===== config.mk =====
export PLATFORM = sky130hd
export DESIGN_NAME = mcu_xbus_mux
export DESIGN_NICKNAME = d
export VERILOG_FILES = /design/src/rtl/mcu_bus_pkg.sv /design/src/rtl/mcu_addr_decode.sv /design/src/rtl/mcu_xbus_mux.sv
export SDC_FILE = /design/constraint.sdc
export NUM_CORES = 1
export LEC_CHECK = 0
export CORE_AREA = 4 4 64 66
export DETAILED_ROUTE_END_ITERATION = 10
export DIE_AREA = 0 0 68 70
export DONT_BUFFER_PORTS = 1
export HOLD_SLACK_MARGIN = 0.05
export PLACE_DENSITY = 0.75
export RECOVER_POWER = 50
export SETUP_SLACK_MARGIN = 0.5
export SYNTH_ARGS = -nofsm -noshare
export SYNTH_HDL_FRONTEND = slang
export SYNTH_SLANG_ARGS = --single-unit

===== constraint.sdc =====
create_clock -name clk -period 4.92 [get_ports clk]
set_input_delay 0.984 -clock clk [delete_from_list [all_inputs] [get_ports clk]]
set_output_delay 0.984 -clock clk [all_outputs]
set_load 0.01 [all_outputs]

===== src/rtl/mcu_bus_pkg.sv =====
// Shared types and helpers for the DW8051 external-bus multiplexer.
package mcu_bus_pkg;

  typedef enum logic [1:0] {
    IDLE   = 2'd0,
    ACCESS = 2'd1,
    DONE   = 2'd2
  } bus_state_e;

  localparam logic [7:0] ERR_DATA_DFLT = 8'hFF;

  // Width of a slave index; never below one bit so single-slave builds stay legal.
  function automatic int slv_idx_w(input int n);
    return (n <= 1) ? 1 : $clog2(n);
  endfunction

endpackage


===== src/rtl/mcu_addr_decode.sv =====
// Combinational window decode: processor address -> hit, one-hot slave select, local offset.
module mcu_addr_decode
  import mcu_bus_pkg::*;
#(
  parameter int              NUM_SLV = 4,
  parameter int              ADDR_W  = 16,
  parameter int              SLV_AW  = 7,
  parameter logic [ADDR_W-1:0] BASE  = 16'h8000
) (
  input  logic [ADDR_W-1:0]  mem_addr,
  output logic               hit,
  output logic [NUM_SLV-1:0] sel,
  output logic [SLV_AW-1:0]  local_addr
);

  localparam int IDX_W = slv_idx_w(NUM_SLV);

  logic [ADDR_W-1:0] offset;
  logic [ADDR_W-1:0] window;
  logic [IDX_W-1:0]  idx;

  always_comb begin
    offset     = mem_addr - BASE;
    window     = offset >> SLV_AW;
    idx        = window[IDX_W-1:0];
    // Addresses below BASE wrap to large offsets, so the explicit compare is required.
    hit        = (mem_addr >= BASE) && (window < ADDR_W'(NUM_SLV));
    sel        = hit ? (NUM_SLV'(1) << idx) : '0;
    local_addr = offset[SLV_AW-1:0];
  end

endmodule


===== src/rtl/mcu_xbus_mux.sv =====
// MOVX bus multiplexer: turns level strobes into one req/ack transaction per access,
// stretches the core with mem_wait, and bounds hung slaves with a timeout.
module mcu_xbus_mux
  import mcu_bus_pkg::*;
#(
  parameter int                NUM_SLV  = 4,
  parameter int                ADDR_W   = 16,
  parameter int                DATA_W   = 8,
  parameter int                SLV_AW   = 7,
  parameter logic [ADDR_W-1:0] BASE     = 16'h8000,
  parameter int                TIMEOUT  = 15,
  parameter logic [DATA_W-1:0] ERR_DATA = DATA_W'(ERR_DATA_DFLT)
) (
  input  logic                      clk,
  input  logic                      rst_n,
  input  logic [ADDR_W-1:0]         mem_addr,
  input  logic [DATA_W-1:0]         mem_data_out,
  output logic [DATA_W-1:0]         mem_data_in,
  input  logic                      mem_wr_n,
  input  logic                      mem_rd_n,
  output logic                      mem_wait,
  output logic [NUM_SLV-1:0]        slv_req,
  output logic                      slv_we,
  output logic [SLV_AW-1:0]         slv_addr,
  output logic [DATA_W-1:0]         slv_wdata,
  input  logic [NUM_SLV*DATA_W-1:0] slv_rdata,
  input  logic [NUM_SLV-1:0]        slv_ack,
  output logic                      bus_err,
  input  logic                      err_clr,
  output logic [1:0]                dbg_state
);

  // Handshake: slv_req[i] rises for exactly one transaction and holds until the
  // cycle slv_ack[i] is sampled high (or timeout); slv_we/slv_addr/slv_wdata are
  // stable throughout, and read data is taken from slv_rdata in the ack cycle.

  bus_state_e          state;
  logic                prev_rd_n, prev_wr_n;
  logic [7:0]          cnt;
  logic [7:0]          cnt_nxt;
  logic                dec_hit;
  logic [NUM_SLV-1:0]  dec_sel;
  logic [SLV_AW-1:0]   dec_local;
  logic                start, dual, ack_hit, tmo, set_err;
  logic [DATA_W-1:0]   rdata_sel;

  mcu_addr_decode #(
    .NUM_SLV (NUM_SLV),
    .ADDR_W  (ADDR_W),
    .SLV_AW  (SLV_AW),
    .BASE    (BASE)
  ) u_decode (
    .mem_addr   (mem_addr),
    .hit        (dec_hit),
    .sel        (dec_sel),
    .local_addr (dec_local)
  );

  always_comb begin
    rdata_sel = '0;
    for (int i = 0; i < NUM_SLV; i++) begin
      if (slv_req[i]) rdata_sel = rdata_sel | slv_rdata[i*DATA_W +: DATA_W];
    end
    start   = (state == IDLE) && (!mem_rd_n || !mem_wr_n) && prev_rd_n && prev_wr_n;
    dual    = !mem_rd_n && !mem_wr_n;
    ack_hit = |(slv_ack & slv_req);
    cnt_nxt = cnt + 8'd1;
    tmo     = (state == ACCESS) && !ack_hit && (cnt_nxt == 8'(TIMEOUT));
    set_err = (start && dual) || tmo;
  end

  assign dbg_state = state;

  always_ff @(posedge clk) begin
    if (!rst_n) begin
      state       <= IDLE;
      // Reset both samples low so a strobe held across reset cannot start an access.
      prev_rd_n   <= 1'b0;
      prev_wr_n   <= 1'b0;
      cnt         <= '0;
      slv_req     <= '0;
      mem_wait    <= 1'b0;
      mem_data_in <= '0;
      slv_we      <= 1'b0;
      slv_addr    <= '0;
      slv_wdata   <= '0;
      bus_err     <= 1'b0;
    end else begin
      prev_rd_n <= mem_rd_n;
      prev_wr_n <= mem_wr_n;
      if (set_err)      bus_err <= 1'b1;
      else if (err_clr) bus_err <= 1'b0;
      case (state)
        IDLE: begin
          if (start) begin
            slv_addr  <= dec_local;
            slv_wdata <= mem_data_out;
            slv_we    <= !mem_wr_n;
            if (dual) begin
              mem_data_in <= ERR_DATA;
              state       <= DONE;
            end else if (dec_hit) begin
              slv_req  <= dec_sel;
              mem_wait <= 1'b1;
              cnt      <= '0;
              state    <= ACCESS;
            end else begin
              mem_data_in <= '0;
              state       <= DONE;
            end
          end
        end
        ACCESS: begin
          if (ack_hit) begin
            if (!slv_we) mem_data_in <= rdata_sel;
            slv_req  <= '0;
            mem_wait <= 1'b0;
            state    <= DONE;
          end else if (tmo) begin
            mem_data_in <= ERR_DATA;
            slv_req     <= '0;
            mem_wait    <= 1'b0;
            state       <= DONE;
          end else begin
            cnt <= cnt_nxt;
          end
        end
        DONE: begin
          if (mem_rd_n && mem_wr_n) state <= IDLE;
        end
        default: state <= IDLE;
      endcase
    end
  end

endmodule


* Word-level counts from Yosys, hierarchy flattened
Cells that the tools add are included.
** Cells by class
- Add/sub/neg operators :: 2
- $lt $le $gt $ge :: 2
- Eq/ne operators :: 12
- Shifts and indexed selects :: 1
- Mux-type cells :: 38
- Bitwise logic cells :: 4
- Reductions and logical operators :: 23
** Operators with widths (number)
- two-way mux 8 bit :: 15
- case mux 8 bit (2 select lines) :: 2
- bitwise OR 8 bit :: 3
- two-way mux 4 bit :: 5
- greater-or-equal comparator 16 bit (second input constant) :: 1
- subtractor 16 bit (second input constant) :: 1
- two-way mux 2 bit :: 6
- inequality test 2 bit (second input constant) :: 6
- AND reduction 5 bit :: 2
- logical AND 1 bit :: 9
- less-than comparator 9 x 3 -> 1 bit (second input constant) :: 1
- inequality test 3 bit (second input constant) :: 3
- adder 8 x 1 -> 8 bit (second input constant) :: 1
- == test 8 x 4 -> 1 bit (second input constant) :: 1
- case mux 4 bit (2 select lines) :: 1
- two-way mux 1 bit :: 7
- case mux 2 bit (3 select lines) :: 1
- AND reduction 6 bit :: 1
- AND 4 bit :: 1
- nonzero test 2 bit :: 2
- OR reduction 4 bit :: 1
- left shift 1 x 2 -> 4 bit (first input constant) :: 1
- zero test 1 bit :: 3
- AND reduction 3 bit :: 1
- 6 further kinds :: 7
** Storage, ports and cells
- Register bits after elaboration :: 42
- Bits of input ports :: 65
- Output and inout port bits :: 32
- Logic and storage cells :: 93

* Longest topological paths before layout
Gate-level depths: netlist of run 1.
- Word-level depth :: 10
- Depth in mapped cells :: 8
- Mapped depth without buffers :: 7

* Hierarchy
A second synthesis of run 1 with hierarchy kept.
** Second synthesis, totals
- Cells, all modules :: 288
- Area total of the unflattened synthesis :: 2393.5 um^2
** By module, submodules not included
- mcu_xbus_mux :: times used 1, cells an instance 272, area an instance 2277.2 um^2, sequential area each 840.8 um^2
- mcu_addr_decode :: times used 1, cells an instance 16, area an instance 116.4 um^2, sequential area each 0.0 um^2

* Worst setup path after synthesis of run 1
Ideal clock, no wire load.
- Path type :: input to register
- Start point :: input port slv_ack[1]
- End point :: register cnt[5]
- Setup time :: 70 ps
- Arrival time :: 2298 ps
- Data required time :: 4850 ps
- Slack :: 2552 ps
- Stages on the path :: 5
- Buffers on the path :: 0
- Cell sequence :: a22o_1 -> a221oi_4 -> nand3_1 -> or4_1 -> a21oi_1
** On the way
- Cells in the longest elaborated chain, start to end :: 7
- Elaborated cells between the ends (all ways) :: 8
- Those cells by class :: eq/ne: 2; bitwise: 1; reduce/logical: 5
** RTL lines
- from (decl) :: line mcu_xbus_mux.sv:27 : input logic [NUM_SLV-1:0] slv_ack,
- AND 4 bit * :: line mcu_xbus_mux.sv:66 : ack_hit = |(slv_ack & slv_req);
- OR reduction 4 bit * :: line mcu_xbus_mux.sv:66
- zero test 1 bit :: line mcu_xbus_mux.sv:68 : tmo = (state == ACCESS) && !ack_hit && (cnt_nxt == 8'(TIMEOUT));
- logical AND 1 bit (2 in series) :: line mcu_xbus_mux.sv:68
- inequality test 2 bit (no line)
- AND reduction 6 bit (no line) *
- to (signal assigned) :: line mcu_xbus_mux.sv:125 : cnt <= cnt_nxt;
- to (decl) :: line mcu_xbus_mux.sv:39 : logic [7:0] cnt;
Every way passes the cells marked *; elsewhere a longest branch is shown, timed or not.
A chain may end at the register's enable or synchronous reset.

* Worst setup path after layout of run 1
- Start point :: register state[0] (netlist: dbg_state[0])
- End point :: register mem_data_in[3]
** On the way
- Cells in the longest elaborated chain, start to end :: 6
- Elaborated cells between the ends (all ways) :: 14
- Those cells by class :: eq/ne: 5; mux: 1; reduce/logical: 8
** RTL lines
- from (decl) :: line mcu_xbus_mux.sv:37 : bus_state_e state;
- from (signal assigned) :: line mcu_xbus_mux.sv:76 : state <= IDLE;
- from (signal assigned) :: line mcu_xbus_mux.sv:101 : state <= DONE;
- from (signal assigned) :: line mcu_xbus_mux.sv:106 : state <= ACCESS;
- zero test 2 bit :: line mcu_xbus_mux.sv:64, mcu_xbus_mux.sv:93
- logical AND 1 bit (3 in series) :: line mcu_xbus_mux.sv:64 : start = (state == IDLE) && (!mem_rd_n || !mem_wr_n) && prev_rd_n && prev_wr_n;
- inequality test 2 bit (no line)
- AND reduction 5 bit (no line)
- to (signal assigned) :: line mcu_xbus_mux.sv:115 : if (!slv_we) mem_data_in <= rdata_sel;
- to (decl) :: line mcu_xbus_mux.sv:18 : output logic [DATA_W-1:0] mem_data_in,
Parallel ways exist; a longest one is shown, timed or not.

==> results by group, run 1 <==
Floorplan
  – Initial Util: around 58%
  – Die Ht: ~70 um
  – Die ar.: 4760 sq um
  – Core area: 3580 sq um
  – Die Width: between 60 and 70 um
  – Row count: 22
  – Io pins: between 90 and 100

Synth
  – Net Count, Synth: ~330
  – Register area share after synthesis: 40.3%
  – Synth Warn #: 0
  – Synth cell types: 46
  – Cell Area, Synth: approximately 2100 sq um
  – Async SR Flop Fraction: 0%
  – Main synth FF type: dfxtp_1
  – Synth Instances: 258
  – Mapped Avg Cell Area: around 8.1 sq um
  – Yosys reg bits: 42
  – Number of flops mapped to enable cells by yosys: 0

Finish
  – Layout cells sized above 1: around 5.2%
  – Synth-to-Final Area Change: 1.98%
  – Fin cells: a little under 300
  – Post-Route Utilization: between 50% and 60%
  – Design area: between 2000 and 2500 sq um
  – Most frequent cells in the layout: nand2_1, dfxtp_1, a21oi_1
  – ANT cells: 0
  – Final Net Count: around 320
  – Leading cell type in the layout, fill and taps excluded: nand2_1
  – FILL cells: 359

Power and ir drop
  – Maximum VDD drop: 189 uV
  – Pwr Total: 540 uW
  – PD cells: between 200 and 300 nW/um^2
  – P_leak: roughly 0.00063 uW

Route
  – Number of routed nets with antenna violations: 0
  – Avg WL per Cell: between 15 and 20 um
  – 1st-iter DRT viols: slightly above 70
  – First-pass detailed-route iteration total: 4
  – Via count: 1832
  – Residual DRC count: 0
  – Via/cell ratio: 6.17
  – Final WL: approximately 5000 um

Worst setup path
  – Worst reg2reg path endpoint: mem_data_in[3]
  – Worst R2R Start: dbg_state[0]
  – Crit path kind: flop to flop
  – CP required: between 5000 and 6000 ps
  – CP Max Fanout: 18
  – Delay-heaviest family, CP: compound AO/OA/AOI/OAI gates
  – Arrival time at the worst endpoint: roughly 2900 ps
  – Critical path's slowest cell: clkbuf_1
  – CP Cell Sequence: nand4bb_1, a21oi_1, clkbuf_1, a21oi_1, nor2_1, o21a_1, mux2i_1
  – WP buf/inv: 1
  – Largest stage delay on the critical path: 590 ps
  – Startpoint class of the critical path: flop
  – Worst setup EP type: flop
  – Worst path depth: 7
  – Worst R2R Path Depth: 7
  – R2r setup slk: 2340 ps
  – CP most frequent cell: a21oi_1

Clock tree
  – CTS root buffer: clkbuf_4
  – Worst-path clk slew: roughly 140 ps
  – Clock Latency Late Sink: between 300 and 400 ps
  – Hold buffer count at CTS: 0
  – Post-cts resize count: 0
  – CTS Buffer Depth: 2
  – Post-CTS setup buffer count: 0
  – H-tree levels: 2
  – Sink Count: 42
  – Num CTS Buffers: 5
  – CTS tree: yes

Worst hold path
  – Worst hold start: slv_wdata[4]
  – Worst hold endpoint: slv_wdata[4]
  – Min-Delay Path Depth: 2
  – Worst Hold Class: flop to flop

STA
  – Fin. max-slew vios: 0
  – Final period utilization: between 50% and 60%
  – Skew final: 12.5 ps
  – Fmax achieved: 388 MHz
  – Final critical-path required period: 2580 ps
  – Max-slew headroom: between 40 and 50%
  – Final setup vio count: 0
  – Fin. Hold Viols: 0
  – Setup TNS Final: 0 ps
  – RSZ-0062 raised after global routing: no
  – Worst Tran Pin Value: ~750 ps

Global route
  – Largest net degree at the start of global routing: 35
  – First-pass GRT wire length: 7770 um
  – GRT Total Usage: 20.8%
  – Vias in the first global route: between 1.5k and 2k
  – Remaining Overflow, GRT: 0
  – Initial antenna violation count: 0

Run
  – Max-cap violation count: 0

Place
  – Port Buf Inserts: 0
  – Post-DP HPWL: roughly 3700 um
  – Placed cells: roughly 290
  – Gpl congestion: approximately 0.84
  – Placed Area: ~2100 sq um

Status
  – Status: finished, final reports clean
[stage by stage]
step                setup WS, ps  hold slack [ps]
finish                      2340              514
detailed placement          2330              497
global route                2090              541
floorplan                   2550              479
global placement            2390              492
CTS                         2490              515
[state kept, by name, indices dropped and copies added (netlist names), 2 cells and up]
name,flops
cnt,8
dbg_state,2
mem_data_in,8
slv_addr,7
slv_req,4
slv_wdata,8
[synth_stat cells, types with 5 or more instances]
| master | count | area (sq um) |
|---|---|---|
| nand2_1 | 47 | 176 |
| o21ai_1 | 8 | 40.0 |
| a21boi_1 | 5 | 37.5 |
| a21oi_1 | 28 | 140 |
| a22oi_1 | 17 | 128 |
| nand3_1 | 11 | 55.1 |
| o211ai_1 | 5 | 37.5 |
| mux2i_1 | 10 | 100 |
| o21ai_0 | 9 | 45.0 |
| clkbuf_1 | 12 | 45.0 |
| dfxtp_1 | 42 | 841 |
| nor2_1 | 17 | 63.8 |
[worst reg2reg max path, stage by stage (launching register included)]
cell and delay (ps):
dfxtp_1 440, nand4bb_1 330, a21oi_1 160, clkbuf_1 590, a21oi_1 130, nor2_1 170
o21a_1 440, mux2i_1 250
[metal layers]
layer	up-vias	GRT usage [%]	wire, um
li1	907	-	-
met1	842	23.1	1990
met2	78	36.8	2530
met3	5	6.91	437
met4	0	5.30	53
met5	-	0	0
[power breakdown]
| part | internal, uW | switching (uW) | leakage (uW) |
|---|---|---|---|
| clock network | 57.3 | 117 | 0.0000278 |
| logic | 6.85 | 9.73 | 0.000267 |
| registers | 344 | 4.63 | 0.000339 |
[how the worst max path moves through the flow]
stage | startpoint | end | slack, ps
final | dbg_state[0] | mem_data_in[3] | 2340
after global routing | dbg_state[0] | mem_data_in[3] | 2090
after CTS | cnt[1] | mem_data_in[3] | 2490
after detailed placement | slv_ack[1] | mem_data_in[3] | 2330
after global placement | slv_ack[1] | mem_data_in[7] | 2390
after floorplan | slv_ack[1] | cnt[5] | 2550
[final cells by class]
cell class	instances	area (sq um)	area share, %
timing repair buffer	1	3.75	0.176
clock inverter	3	23.8	1.12
tap	48	60.1	2.82
multi-input combinational	193	1140	53.7
clock buffer	5	37.5	1.76
sequential	42	841	39.5
inverter	5	18.8	0.882
[kinds of logic (layout without fill, tap and decap cells)]
kind of cell	Yosys count	in the layout	share of synthesized area, %
AND/OR/NAND/NOR	95	95	21.2
AO/OA/AOI/OAI	85	85	27.2
flip-flops	42	42	40.3
buffers and inverters	23	14	4.92
multiplexers	10	10	4.80
adder cells (fa/ha/maj)	2	2	1.20
XOR/XNOR	1	1	0.420
No activity file was read; power rests on OpenSTA's default activity.
==> inputs of run 2 (changes only) <==
CORE_AREA = 4 4 67 69   (was 4 4 64 66)
DIE_AREA = 0 0 71 73   (was 0 0 68 70)
PLACE_DENSITY = 0.71   (was 0.75)
clock period = 2.1 ns   (was 4.92 ns; I/O delays follow)
==> results by group, run 2 (same netlist as run 1, synthesis figures left out) <==
Status
  – Status: finished, final reports clean (unchanged)

Global route
  – Grt met3 use: 5.79% (was 6.91%)
  – GRT met2 Usage: 36.3% (was 36.8%)
  – Met1 GRT Util: 24.2% (was 23.1%)
  – Global route hottest layer: met2 (unchanged)
  – First-pass GRT wire length: 8400 um (was 7770 um)
  – Largest net degree at the start of global routing: 35 (unchanged)
  – Vias in the first global route: 1720 (was 1715)
  – Initial antenna violation count: 0 (unchanged)
  – GRT Total Usage: 20.4% (was 20.8%)
  – Remaining Overflow, GRT: 0 (unchanged)

Power and ir drop
  – Maximum VDD drop: 383 uV (was 189 uV)
  – Pwr Total: 1500 uW (was 540 uW)
  – P_leak: 0.000761 uW (was 0.000634 uW)
  – PD cells: 627 nW/um^2 (was 254 nW/um^2)

Worst setup path
  – CP Max Fanout: 8 (was 18)
  – Worst setup EP type: flop (unchanged)
  – Worst reg2reg path endpoint: mem_data_in[0] (was mem_data_in[3])
  – Startpoint class of the critical path: flop (unchanged)
  – Largest stage delay on the critical path: 430 ps (was 590 ps)
  – CP required: 2320 ps (was 5200 ps)
  – CP most frequent cell: mux2i_1 (was a21oi_1)
  – CP Cell Sequence: ha_4, and3b_1, mux2i_1, a221o_2, mux2i_1, o21a_1, buf_12, mux2i_1 (was nand4bb_1, a21oi_1, clkbuf_1, a21oi_1, nor2_1, o21a_1, mux2i_1)
  – Arrival time at the worst endpoint: 2240 ps (was 2860 ps)
  – Worst R2R Start: cnt[0] (was dbg_state[0])
  – Critical path's slowest cell: a221o_2 (was clkbuf_1)
  – WP buf/inv: 1 (unchanged)
  – Crit path kind: flop to flop (unchanged)
  – R2r setup slk: 80 ps (was 2340 ps)
  – Delay-heaviest family, CP: compound AO/OA/AOI/OAI gates (unchanged)
  – Worst R2R Path Depth: 8 (was 7)

Route
  – Number of routed nets with antenna violations: 0 (unchanged)
  – Final WL: 5390 um (was 5010 um)
  – Avg WL per Cell: 16.9 um (about the same)
  – First-pass detailed-route iteration total: 4 (unchanged)
  – Residual DRC count: 0 (unchanged)
  – Via count: 1897 (was 1832)
  – 1st-iter DRT viols: 57 (was 72)
  – Via/cell ratio: 5.97 (was 6.17)

STA
  – Max-slew headroom: 49.2% (was 49.8%)
  – Hold slack: 205 ps (was 514 ps)
  – Fin. max-slew vios: 0 (unchanged)
  – Fin. Hold Viols: 0 (unchanged)
  – Worst Tran Pin Value: 756 ps (was 752 ps)
  – RSZ-0062 raised after global routing: yes (was no)
  – Final critical-path required period: 2020 ps (was 2580 ps)
  – Final setup vio count: 0 (unchanged)
  – Skew final: 6.49 ps (was 12.5 ps)
  – Setup TNS Final: 0 ps (unchanged)
  – Fmax achieved: 495 MHz (was 388 MHz)
  – Final period utilization: 96.2% (was 52.4%)

Clock tree
  – H-tree levels: 2 (unchanged)
  – CTS tree: yes (unchanged)
  – Clock Latency Late Sink: 300 ps (was 350 ps)
  – Worst-path clk slew: 80 ps (was 140 ps)
  – Sink Count: 42 (unchanged)
  – CTS Buffer Depth: 2 (unchanged)
  – Num CTS Buffers: 5 (unchanged)
  – CTS root buffer: clkbuf_8 (was clkbuf_4)

Finish
  – Layout cells sized above 1: 13.8% (was 5.22%)
  – Area taken by multi-input logic gates: 1190 sq um (was 1140 sq um)
  – Sequential Area: 852 sq um (was 841 sq um)
  – ANT cells: 0 (unchanged)
  – Synth-to-Final Area Change: 15.0% (was 1.98%)
  – Fin cells: 318 (was 297)
  – Final Net Count: 334 (was 315)
  – Most frequent cells in the layout: nand2_1, dfxtp_1, a21oi_1 (unchanged)
  – FILL cells: 376 (was 359)
  – Top flop regs: cnt: 8 flops, mem_data_in: 8 flops, slv_wdata: 8 flops (unchanged)
  – Leading cell type in the layout, fill and taps excluded: nand2_1 (unchanged)

Floorplan
  – Row count: 23 (was 22)
  – Die Width: 71 um (was 68 um)
  – Core area: 3910 sq um (was 3580 sq um)
  – Die Ht: 73 um (was 70 um)
  – Io pins: 97 (unchanged)
  – Initial Util: 53.3% (was 58.3%)
  – Die ar.: 5180 sq um (was 4760 sq um)

Worst hold path
  – Worst hold start: mem_wr_n (was slv_wdata[4])
  – Worst Hold Class: input pin to flop (was flop to flop)
  – Min-Delay Path Depth: 1 (was 2)
  – Worst hold endpoint: slv_we (was slv_wdata[4])

Place
  – Port Buf Inserts: 0 (unchanged)
  – Placed cells: 302 (was 289)
  – Gpl congestion: 0.809 (was 0.835)
  – Post-DP HPWL: 4010 um (was 3720 um)

Run
  – Max-cap violation count: 0 (unchanged)
-- run 2: cell types whose count changed in the layout (fill, tap and decap cells not counted), moves of 2 or more --
cell,delta
clkbuf_1,+4
clkbuf_4,-5
clkbuf_8,+5
a21boi_0,-5
buf_12,+3
dfxtp_1,-3
buf_4,+12
a21boi_1,+5
clkinvlp_4,-2
dfxtp_4,+3
-- run 2: worst max-delay path by stage --
stage,start,end,slack [ps],cells past startpoint
detailed placement,cnt[2],mem_data_in[0],-30,7
global route,cnt[0],mem_data_in[0],-40,8
finish,cnt[0],mem_data_in[0],80,8
global placement,cnt[0],cnt[5],60,7
CTS,cnt[0],mem_data_in[4],110,8
floorplan,cnt[0],cnt[5],230,7
-- run 2: layer usage --
metal | up-vias | part of all wire, % | routed length [um]
li1 | 940 | - | -
met1 | 887 | 41 | 2200
met2 | 64 | 52 | 2800
met3 | 6 | 6.3 | 338
met4 | 0 | 0.97 | 52
met5 | - | 0 | 0
-- run 2: power breakdown --
part	switching (uW)	leakage (uW)	internal, uW
clock	292	0.0000585	356
combinational	23.8	0.000360	19.9
sequential	11.0	0.000342	802
-- run 2: area by class of cell --
class                      instances  area share [%]
clock buffer                       5            2.87
clock inverter                     3            1.82
inverter                           5           0.782
multi-input combinational        193            49.4
sequential                        42            35.5
tap                               50            2.61
timing repair buffer              20            7.03
-- run 2: worst reg2reg max path, stage by stage (launching register included) --
cell and delay, ps:
dfxtp_4 380, ha_4 190, and3b_1 200, mux2i_1 70
a221o_2 430, mux2i_1 160, o21a_1 180, buf_12 140
mux2i_1 180
-- run 2: timing repair --
item                                    CTS  global route
endpoints found under the setup margin   24            40
gates resized for setup                   4             5
setup buffers                             7             1
pin swaps                                 4             3
hold buffers                              0             0
-- run 2: per-stage QoR --
step	worst slack [ps]	utilization [%]	instance area, sq um
4_1_cts	106	61.3	2400
6_report	79.8	61.3	2400
3_5_place_dp	-26.8	56.1	2200
3_3_place_gp	59.3	56.1	2200
2_1_floorplan	229	-	2120
5_1_grt	-35.5	61.3	2400
==> inputs of run 3 (changes only) <==
CORE_AREA = 4 4 74 76   (was 4 4 67 69)
DIE_AREA = 0 0 78 80   (was 0 0 71 73)
PLACE_DENSITY = not set   (was 0.71)
==> results by group, run 3 (same netlist as run 1, synthesis figures left out) <==
Status
  – Status: finished, final reports clean (unchanged)

Floorplan
  – Die Width: 78 um (was 71 um)
  – Core area: 4720 sq um (was 3910 sq um)
  – Die Ht: 80 um (was 73 um)
  – Io pins: 97 (unchanged)
  – Initial Util: 44.2% (was 53.3%)
  – Die ar.: 6240 sq um (was 5180 sq um)
  – Row count: 25 (was 23)

Worst setup path
  – Critical path's slowest cell: a221o_2 (unchanged)
  – CP Max Fanout: 10 (was 8)
  – CP most frequent cell: mux2i_1 (unchanged)
  – CP required: 2340 ps (was 2320 ps)
  – WP buf/inv: 1 (unchanged)
  – Largest stage delay on the critical path: 460 ps (was 430 ps)
  – Delay-heaviest family, CP: compound AO/OA/AOI/OAI gates (unchanged)
  – Startpoint class of the critical path: flop (unchanged)
  – CP Cell Sequence: nand3_4, or3_1, a221o_2, mux2i_1, o21a_1, buf_12, mux2i_1 (was ha_4, and3b_1, mux2i_1, a221o_2, mux2i_1, o21a_1, buf_12, mux2i_1)
  – Arrival time at the worst endpoint: 2250 ps (was 2240 ps)
  – Worst setup EP type: flop (unchanged)
  – Crit path kind: flop to flop (unchanged)

Finish
  – Leading cell type in the layout, fill and taps excluded: nand2_1 (unchanged)
  – Top flop regs: cnt: 8 flops, mem_data_in: 8 flops, slv_wdata: 8 flops (unchanged)
  – Fin cells: 341 (was 318)
  – Synth-to-Final Area Change: 17.2% (was 15.0%)
  – Post-Route Utilization: 51.8% (was 61.3%)
  – ANT cells: 0 (unchanged)
  – Final Net Count: 340 (was 334)
  – Most frequent cells in the layout: nand2_1, dfxtp_1, a21oi_1 (unchanged)
  – Layout cells sized above 1: 15.3% (was 13.8%)

STA
  – Final period utilization: 95.8% (was 96.2%)
  – Fin. Hold Viols: 0 (unchanged)
  – Fin. max-slew vios: 0 (unchanged)
  – Fmax achieved: 497 MHz (was 495 MHz)
  – Max-slew headroom: 58.9% (was 49.2%)
  – Worst Tran Pin Value: 616 ps (was 756 ps)
  – Final critical-path required period: 2010 ps (was 2020 ps)
  – Final setup vio count: 0 (unchanged)
  – Skew final: 7.83 ps (was 6.49 ps)
  – RSZ-0062 raised after global routing: yes (unchanged)

Clock tree
  – Worst-path clk slew: 90 ps (was 80 ps)
  – CTS root buffer: clkbuf_8 (unchanged)
  – H-tree levels: 2 (unchanged)
  – CTS Buffer Depth: 2 (unchanged)
  – Sink Count: 42 (unchanged)
  – Num CTS Buffers: 5 (unchanged)
  – Clock Latency Late Sink: 300 ps (about the same)
  – CTS tree: yes (unchanged)

Route
  – Avg WL per Cell: 16.5 um (was 16.9 um)
  – First-pass detailed-route iteration total: 4 (unchanged)
  – 1st-iter DRT viols: 94 (was 57)
  – Number of routed nets with antenna violations: 0 (unchanged)
  – Via/cell ratio: 5.67 (was 5.97)
  – Residual DRC count: 0 (unchanged)
  – Final WL: 5620 um (was 5390 um)
  – Via count: 1935 (was 1897)

Worst hold path
  – Worst Hold Class: input pin to flop (unchanged)

Power and ir drop
  – PD cells: 567 nW/um^2 (was 627 nW/um^2)
  – P_leak: 0.000776 uW (was 0.000761 uW)
  – Maximum VDD drop: 265 uV (was 383 uV)

Global route
  – Initial antenna violation count: 0 (unchanged)
  – Vias in the first global route: 1759 (was 1720)
  – Remaining Overflow, GRT: 0 (unchanged)
  – First-pass GRT wire length: 8630 um (was 8400 um)
  – Largest net degree at the start of global routing: 35 (unchanged)
  – GRT Total Usage: 17.6% (was 20.4%)

Run
  – Max-cap violation count: 0 (unchanged)

Place
  – Port Buf Inserts: 0 (unchanged)
  – Placed cells: 320 (was 302)
  – Gpl congestion: 0.812 (was 0.809)
  – Post-DP HPWL: 4140 um (was 4010 um)
run 3: path summary, 6_finish.rpt:
path                                        to   startpoint  cells past startpoint  slack [ps]
worst max-delay path            mem_data_in[2]       cnt[2]                      7          90
worst max register to register  mem_data_in[2]       cnt[2]                      7          90
worst min register to register     slv_addr[4]  slv_addr[4]                      2         500
worst min-delay path                slv_req[0]  mem_addr[8]                      1         190
run 3: layout make-up:
class,instances,area (sq um)
fillers,460,2280
multi-input cells,193,1190
flip-flops and latches,42,852
repair buffers,26,211
well taps,67,83.8
clock buffers,6,72.6
inverters,5,18.8
clock inverters,2,13.8
run 3: repair_timing:
action | 4_1_cts | 5_1_grt
pin swaps | 5 | 0
hold buffers | 0 | 0
setup endpoints to repair | 24 | 40
gates resized for setup | 7 | 9
setup buffers | 11 | 2
run 3: layer usage:
metal | GRT usage (%) | vias up | share of wire, %
met5 | 0 | - | 0
met4 | 4.72 | 0 | 0.93
met3 | 5.98 | 6 | 7.7
met2 | 30.4 | 67 | 50
met1 | 21.0 | 908 | 42
li1 | - | 954 | -
run 3: worst register-to-register path, delay by kind of cell (launching register included):
kind	cells	cell delay, ps
AOI/OAI and AO/OA	2	650
buffers and inverters	1	150
muxes	2	350
DFF	1	410
and+or+nand+nor	2	400
run 3: metrics by stage:
step / power [uW] / cell area, sq um / hold slack [ps] / TNS, ps / worst slack [ps]
after floorplan: 876 / 2120 / 479 / 0 / 229
after global placement: 878 / 2220 / 493 / 0 / 40.8
after detailed placement: 879 / 2220 / 496 / 0 / 20.6
after CTS: 1400 / 2420 / 195 / 0 / 127
after global routing: 1440 / 2450 / 186 / -85.8 / -29.6
final: 1390 / 2450 / 195 / 0 / 87.2
run 3: where the power goes:
group	internal [uW]	leakage, uW	switching, uW	total, uW
registers	802	0.000342	10.6	812
logic	21.7	0.000389	25.0	46.8
clock network	235	0.0000452	294	529
total	1060	0.000776	329	1390
